<file path="config.mk">
export PLATFORM = sky130hd
export DESIGN_NAME = game_ctrl_flat
export DESIGN_NICKNAME = d
export VERILOG_FILES = /design/src/rtl/game_ctrl_if.sv /design/src/rtl/game_ctrl.sv /design/src/flat_wrapper.sv
export SDC_FILE = /design/constraint.sdc
export NUM_CORES = 1
export LEC_CHECK = 0
export ABC_CLOCK_PERIOD_IN_PS = 5250
export CAP_MARGIN = 10
export CORE_MARGIN = 2
export CORE_UTILIZATION = 50
export CTS_CLUSTER_DIAMETER = 100
export DETAILED_ROUTE_END_ITERATION = 10
export GPL_TIMING_DRIVEN = 0
export PLACE_DENSITY = 0.73
export SLEW_MARGIN = 20
export SYNTH_ARGS = -nofsm -noshare
export SYNTH_HDL_FRONTEND = slang
export SYNTH_SLANG_ARGS = --single-unit
</file>
<file path="constraint.sdc">
create_clock -name clk_i -period 5.25 [get_ports clk_i]
set_input_delay 0.7875 -clock clk_i [delete_from_list [all_inputs] [get_ports clk_i]]
set_output_delay 0.7875 -clock clk_i [all_outputs]
set_load 0.01 [all_outputs]
</file>
<file path="src/rtl/game_ctrl_if.sv">
// Control/status bundle between the pong game-flow controller and the pixel/overlay logic.
interface game_ctrl_if;
  logic       frame_tick;
  logic       start;
  logic       hit;
  logic       miss;
  logic       ball_run;
  logic       ball_reset;
  logic [7:0] score;
  logic [3:0] lives;
  logic [1:0] state;
  logic       game_over;

  modport slave (
    input  frame_tick, start, hit, miss,
    output ball_run, ball_reset, score, lives, state, game_over
  );

  modport master (
    output frame_tick, start, hit, miss,
    input  ball_run, ball_reset, score, lives, state, game_over
  );
endinterface

</file>
<file path="src/rtl/game_ctrl.sv">
// Pong game-flow FSM: IDLE -> SERVE -> PLAY -> OVER, all outputs registered (1-cycle response).
// Drives ball run/reset, BCD score and lives; only rising edges of start act.
module game_ctrl #(
  parameter int LIVES        = 3,
  parameter int SERVE_FRAMES = 60,
  parameter int OVER_FRAMES  = 120
) (
  input  logic        clk_i,
  input  logic        rst_ni,
  game_ctrl_if.slave  bus
);

  localparam int MAXF = (SERVE_FRAMES > OVER_FRAMES) ? SERVE_FRAMES : OVER_FRAMES;
  localparam int CW   = $clog2(MAXF + 1);
  localparam logic [CW-1:0] SERVE_C = CW'(SERVE_FRAMES);
  localparam logic [CW-1:0] OVER_C  = CW'(OVER_FRAMES);
  localparam logic [3:0]    LIVES_C = 4'(LIVES);

  typedef enum logic [1:0] {
    IDLE  = 2'b00,
    SERVE = 2'b01,
    PLAY  = 2'b10,
    OVER  = 2'b11
  } state_t;

  state_t        state_q, state_d;
  logic [7:0]    score_q, score_d;
  logic [3:0]    lives_q, lives_d;
  logic [CW-1:0] cnt_q, cnt_d;
  logic          run_q, run_d;
  logic          brst_q, brst_d;
  logic          over_q, over_d;
  logic          start_q;

  logic          start_rise;
  logic [CW-1:0] cnt_inc;

  assign start_rise = bus.start & ~start_q;
  assign cnt_inc    = cnt_q + 1'b1;

  always_ff @(posedge clk_i or negedge rst_ni) begin
    if (!rst_ni) begin
      state_q <= IDLE;
      score_q <= 8'h00;
      lives_q <= LIVES_C;
      cnt_q   <= '0;
      run_q   <= 1'b0;
      brst_q  <= 1'b0;
      over_q  <= 1'b0;
      start_q <= 1'b0;
    end else begin
      state_q <= state_d;
      score_q <= score_d;
      lives_q <= lives_d;
      cnt_q   <= cnt_d;
      run_q   <= run_d;
      brst_q  <= brst_d;
      over_q  <= over_d;
      start_q <= bus.start;
    end
  end

  always_comb begin
    state_d = state_q;
    score_d = score_q;
    lives_d = lives_q;
    cnt_d   = cnt_q;
    run_d   = 1'b0;
    brst_d  = 1'b0;

    unique case (state_q)
      IDLE: begin
        if (start_rise) begin
          score_d = 8'h00;
          lives_d = LIVES_C;
          cnt_d   = '0;
          brst_d  = ~brst_q;
          state_d = SERVE;
        end
      end
      SERVE: begin
        if (bus.frame_tick) begin
          if (cnt_inc == SERVE_C) begin
            cnt_d   = '0;
            run_d   = 1'b1;
            state_d = PLAY;
          end else begin
            cnt_d = cnt_inc;
          end
        end
      end
      PLAY: begin
        run_d = 1'b1;
        // A miss wins over a simultaneous hit.
        if (bus.miss) begin
          run_d  = 1'b0;
          brst_d = ~brst_q;
          cnt_d  = '0;
          if (lives_q <= 4'd1) begin
            lives_d = 4'd0;
            state_d = OVER;
          end else begin
            lives_d = lives_q - 1'b1;
            state_d = SERVE;
          end
        end else if (bus.hit) begin
          if (score_q == 8'h99) begin
            score_d = 8'h99;
          end else if (score_q[3:0] == 4'd9) begin
            score_d = {score_q[7:4] + 4'd1, 4'd0};
          end else begin
            score_d = {score_q[7:4], score_q[3:0] + 4'd1};
          end
        end
      end
      OVER: begin
        if (bus.frame_tick && (cnt_q < OVER_C)) begin
          cnt_d = cnt_inc;
        end
        // Edges arriving during the lockout are simply lost.
        if (start_rise && (cnt_q == OVER_C)) begin
          score_d = 8'h00;
          lives_d = LIVES_C;
          cnt_d   = '0;
          brst_d  = ~brst_q;
          state_d = SERVE;
        end
      end
      default: state_d = IDLE;
    endcase

    over_d = (state_d == OVER);
  end

  assign bus.ball_run   = run_q;
  assign bus.ball_reset = brst_q;
  assign bus.score      = score_q;
  assign bus.lives      = lives_q;
  assign bus.state      = state_q;
  assign bus.game_over  = over_q;

endmodule

</file>
<file path="src/flat_wrapper.sv">
// flat-port wrapper written by rule: the top's interface ports become plain ports
module game_ctrl_flat 
#(
  parameter int LIVES        = 3,
  parameter int SERVE_FRAMES = 60,
  parameter int OVER_FRAMES  = 120
)
  (clk_i, rst_ni, bus_frame_tick, bus_start, bus_hit, bus_miss, bus_ball_run, bus_ball_reset, bus_score, bus_lives, bus_state, bus_game_over);
  game_ctrl_if bus_i ();
  input  logic clk_i;
  input  logic rst_ni;
  input wire logic [$bits(bus_i.frame_tick)-1:0] bus_frame_tick;
  input wire logic [$bits(bus_i.start)-1:0] bus_start;
  input wire logic [$bits(bus_i.hit)-1:0] bus_hit;
  input wire logic [$bits(bus_i.miss)-1:0] bus_miss;
  output wire logic [$bits(bus_i.ball_run)-1:0] bus_ball_run;
  output wire logic [$bits(bus_i.ball_reset)-1:0] bus_ball_reset;
  output wire logic [$bits(bus_i.score)-1:0] bus_score;
  output wire logic [$bits(bus_i.lives)-1:0] bus_lives;
  output wire logic [$bits(bus_i.state)-1:0] bus_state;
  output wire logic [$bits(bus_i.game_over)-1:0] bus_game_over;
  assign bus_i.frame_tick = bus_frame_tick;
  assign bus_i.start = bus_start;
  assign bus_i.hit = bus_hit;
  assign bus_i.miss = bus_miss;
  assign bus_ball_run = bus_i.ball_run;
  assign bus_ball_reset = bus_i.ball_reset;
  assign bus_score = bus_i.score;
  assign bus_lives = bus_i.lives;
  assign bus_state = bus_i.state;
  assign bus_game_over = bus_i.game_over;
  game_ctrl #(.LIVES(LIVES), .SERVE_FRAMES(SERVE_FRAMES), .OVER_FRAMES(OVER_FRAMES)) u_core (.clk_i(clk_i), .rst_ni(rst_ni), .bus(bus_i));
endmodule
</file>
### Yosys cells after proc, flatten, opt, wreduce, memory -nomap -nowiden

Cells that the tools add are included.

* $add $sub $neg: 4
* magnitude comparators: 2
* equal/unequal tests: 16
* muxes and demuxes: 34
* bitwise gates (word level): 3
* reductions and logical operators: 8

Operators with widths (count)
* 8-bit 2-to-1 mux: 6
* 7-bit 2-to-1 mux: 6
* 7-bit one-hot mux with 4 select lines: 1
* 8-bit one-hot mux with 3 select lines: 1
* 4-bit 2-to-1 mux: 4
* 2-bit 2-to-1 mux: 6
* 4-bit one-hot mux with 3 select lines: 1
* 4-bit by 1-bit adder with 4-bit output, second input constant: 2
* 8-bit equality test, second input constant: 1
* 2-bit != test, second input constant: 4
* 2-bit one-hot mux with 4 select lines: 1
* 4-bit AND reduction: 2
* 7-bit by 1-bit adder with 7-bit output, second input constant: 1
* 7-bit by 6-bit equality test with 1-bit output, second input constant: 1
* 7-bit equality test, second input constant: 1
* 7-bit less-than comparator, second input constant: 1
* 2-bit equality test, second input constant: 3
* 1-bit 2-to-1 mux: 6
* 3-bit by 1-bit != test with 1-bit output, second input constant: 2
* 6-bit AND reduction: 1
* 5-bit AND reduction: 1
* 4-bit equality test, second input constant: 1
* 4-bit by 1-bit <= comparator with 1-bit output, second input constant: 1
* 2-bit by 1-bit != test with 1-bit output, second input constant: 2
* 9 further kinds: 11

* register bits after elaboration: 25

### Longest topological paths before layout

* depth in word-level cells: 6
* mapped depth: 8
* mapped depth without buffers: 7

### Worst setup path before layout

No wires, ideal clock.

* path type: register -> register
* start: reg u_core.state_q[0] (netlist: u_core.bus.state[0])
* end: reg u_core.cnt_q[3]
* arrival time: 1.867 ns
* required time: 5.155 ns
* path slack: 3.287 ns
* stages on the path, launching flop included: 9
* path buffers: 1
* cells stage by stage: dfrtp_1 -> inv_1 -> ha_1 -> buf_2 -> nor2b_1 -> a221oi_2 -> o31ai_4 -> or2_1 -> o31ai_1

* word-level cells in the longest chain between the ends: 3

RTL lines
* start: declaration: line game_ctrl.sv:26 `state_t state_q, state_d;`
* start signal: assignment: line game_ctrl.sv:52 `state_q <= state_d;`
* 2-bit equality test (tied with other cells): line game_ctrl.sv:71 `unique case (state_q)`
* 3-bit by 1-bit != test with 1-bit output (no source line) (tied with other cells)
* 4-bit AND reduction (no source line)
* end signal: assignment: line game_ctrl.sv:55 `cnt_q <= cnt_d;`
* end: declaration: line game_ctrl.sv:29 `logic [CW-1:0] cnt_q, cnt_d;`

Parallel ways exist; a longest one is shown, timed or not.
A chain may end at the register's enable or synchronous reset.

### Worst setup path after layout

* start: in bus_start
* end: reg u_core.cnt_q[3]

* word-level cells in the longest chain between the ends: 4

RTL lines
* start: declaration: line flat_wrapper.sv:13 `input wire logic [$bits(bus_i.start)-1:0] bus_start;`
* 1-bit bitwise AND *: line game_ctrl.sv:38 `assign start_rise = bus.start & ~start_q;`
* 1-bit logical AND: line game_ctrl.sv:121 `if (start_rise && (cnt_q == OVER_C)) begin`
* 3-bit by 1-bit != test with 1-bit output (no source line) or 7-bit 2-to-1 mux (tied branches)
* 4-bit AND reduction (no source line) or 7-bit one-hot mux with 4 select lines (tied branches)

Every way passes the cells marked *; elsewhere a longest branch is shown, timed or not.

==> results.ini <==
[status]
status=completed

[critical_path]
r2r_start=u_core.bus.state[0]
r2r_cells=8
cp_data_required_time_ns=5.49
slowest_delay_ns=0.50
worstReg2RegEnd=u_core.cnt_q[3]
critPathLaunchType=input port
r2r_setup_slack_ns=3.07
cp.arrival_ns=2.54
path_buf_inv=1
path_max_fanout=10
crit_path_end_kind=flip-flop
path_cells=clkdlybuf4s50_1 -> nand2b_1 -> a221oi_2 -> o31ai_4 -> or2_1 -> o31ai_1
critical_path_class=input port to flip-flop
cp_slowest_cell=clkdlybuf4s50_1
critPathTopFamily=compound AO/OA/AOI/OAI gates

[timing]
final-hold-violation-count=0
setup_viol=0
tightest_slew_ns=0.550
clock_skew_ns=0.00343
setup-tns-final_ns=0
fin_crit_ns=2.30
slew_headroom=0.633
finalCritPeriodShare=0.438
rsz0062_at_grt=no
max_freq_mhz=435
drv_slew=0

[die]
io_pins=23
coreArea_um2=3030
rows=20
die_area_um2=3640
die_w_um=60.3
initial_core_util=0.524
die_height_um=60.3

[global_route]
grt_overflow=0
first_global_vias=1258
antenna_found_initial=0
grt_pass1_wl_um=5480
use_met2=0.290
met1_usage=0.291
grt_use_met3=0.0238
grt_busiest_layer=met1
grt_max_degree=26
track_usage=0.198

[logic_synthesis]
synth_top_flop_cell=dfrtp_1
synth_area_leader_cell=dfrtp_1
syn-cell-area_um2=1590
synth_fp_nets=184
synth_edf_count=0
ys_async_sr_fraction=1.00
synth_cells=166
yosysMostFrequentCell=dfrtp_1
ys_seq_elements=25
ys_types=50
synth.yosys.seq_area_share=0.396
syn_area_per_cell_um2=9.55
yosysWarnings=0
synthTopCellsByCount=23 x dfrtp_1, 18 x nand2_1, 12 x ha_1, 12 x inv_1
synth_area_leaders=dfrtp_1 36%, ha_1 9.5%, nand2_1 4.3%
synth.top_cell.area_share=0.363

[routing]
vias_per_cell=5.81
drtIter0Drc=78
dr_total_vias=1370
drc=0
routedWlPerCell_um=14.2
ant_nets=0
dr.pass1.iters=4
wirelength_um=3350

[cts]
clk_pin_slew_ns=0.13
numCtsBuffers=3
cts_resized=0
hold_buffers=0
post-cts-setup-buffers=0
clkLatencyLatePin_ns=0.32
clock-sinks=25
h-tree-depth=1
cts_tree=built
clock-root-buffer=clkbuf_4
clockBufferDepth=2

[finish]
fin_util=0.622
fin_nets=211
antenna_cells=0
final_layout_size_suffix_gt1_frac=0.0885
syn_to_final_growth_pct=18.8

[worst_hold_path]
min_path_type=input port to async pin

[placement]
port_buffers=22
place_congestion=0.776
dp_hpwl_um=2450

[pwr]
power_density_nw_per_um2=282
p_leak_nw=0.793
vdd_ir_drop_max_uv=183

[run]
drv_cap=0

-- kinds of logic after synthesis --
family                   after synthesis  share of synthesized area
multiplexers                           2                     0.0126
AND/OR/NAND/NOR                       68                      0.239
flip-flops                            25                      0.396
adder cells (fa/ha/maj)               12                     0.0947
buffers and inverters                 15                     0.0363
AO/OA/AOI/OAI                         44                      0.221
-- flip-flops by register name, indices dropped and copies added (netlist names) --
name and cells:
u_core.bus.state 2, u_core.bus.score 8, u_core.bus.ball_run 1, u_core.cnt_q 7, u_core.bus.game_over 1, u_core.bus.lives 4
u_core.bus.ball_reset 1, u_core.start_q 1
-- power breakdown --
part / internal (W) / switching (W) / total (W)
clock network: 0.0000286 / 0.0000575 / 0.0000861
logic: 0.0000876 / 0.000120 / 0.000208
registers: 0.000211 / 0.0000257 / 0.000236
-- final cells by class --
cell class	count	area, µm²
Buffer	3	12.5
Clock buffer	3	22.5
Clock inverter	1	5.00
Fill cell	271	1140
Inverter	12	45.0
Multi-Input combinational cell	126	900
Sequential cell	25	628
Tap cell	44	55.1
Timing Repair Buffer	22	215
-- layer usage --
metal / share of wire / wire, µm
met1: 0.51 / 1700
met2: 0.44 / 1460
met3: 0.040 / 134
met4: 0.014 / 47
met5: 0 / 0
-- per-stage QoR --
step                cell area [µm²]  total power, W  hold WS (ns)  cells  setup WS (ns)
finish                         1880        0.000530         0.430    236           2.95
floorplan                      1590        0.000388         0.472    166           3.29
CTS                            1890        0.000536         0.456    236           2.95
global route                   1880        0.000569         0.444    236           2.79
detailed placement             1860        0.000446         0.437    232           2.60
global placement               1860        0.000437         0.427    232           2.66
-- how the worst max path moves through the flow --
stage                        start             endpoint  slack, ns  depth (start not counted)
5_1_grt                  bus_start  u_core.bus.score[1]       2.79                          6
2_1_floorplan  u_core.bus.state[0]      u_core.cnt_q[3]       3.29                          8
6_report                 bus_start      u_core.cnt_q[3]       2.95                          6
3_3_place_gp             bus_start  u_core.bus.score[1]       2.66                          6
3_5_place_dp             bus_start  u_core.bus.score[1]       2.60                          6
4_1_cts                  bus_start      u_core.cnt_q[3]       2.95                          6
-- cell usage in the layout, fill, tap and decap left out, drive strengths merged, types with 2 or more instances in the layout --
cell type | synthesis | routed
nor3 | 8 | 8
dfstp | 2 | 2
a31oi | 2 | 2
buf | 1 | 2
o311ai | 2 | 2
a221oi | 2 | 2
clkdlybuf4s50 | 0 | 21
o21bai | 2 | 2
inv | 12 | 12
or2 | 2 | 2
nor2 | 9 | 9
nand3b | 3 | 3
clkbuf | 2 | 5
dfrtp | 23 | 23
o32ai | 2 | 2
nor2b | 2 | 2
a22o | 5 | 5
o31ai | 3 | 3
mux2i | 2 | 2
nand2b | 3 | 3
nand4b | 3 | 3
nand4 | 4 | 4
nand2 | 19 | 19
nand3 | 5 | 5
a21oi | 5 | 5
o221ai | 2 | 2
and2 | 3 | 3
o21ai | 10 | 10
ha | 12 | 12
Power figures use the tool's default switching activity.
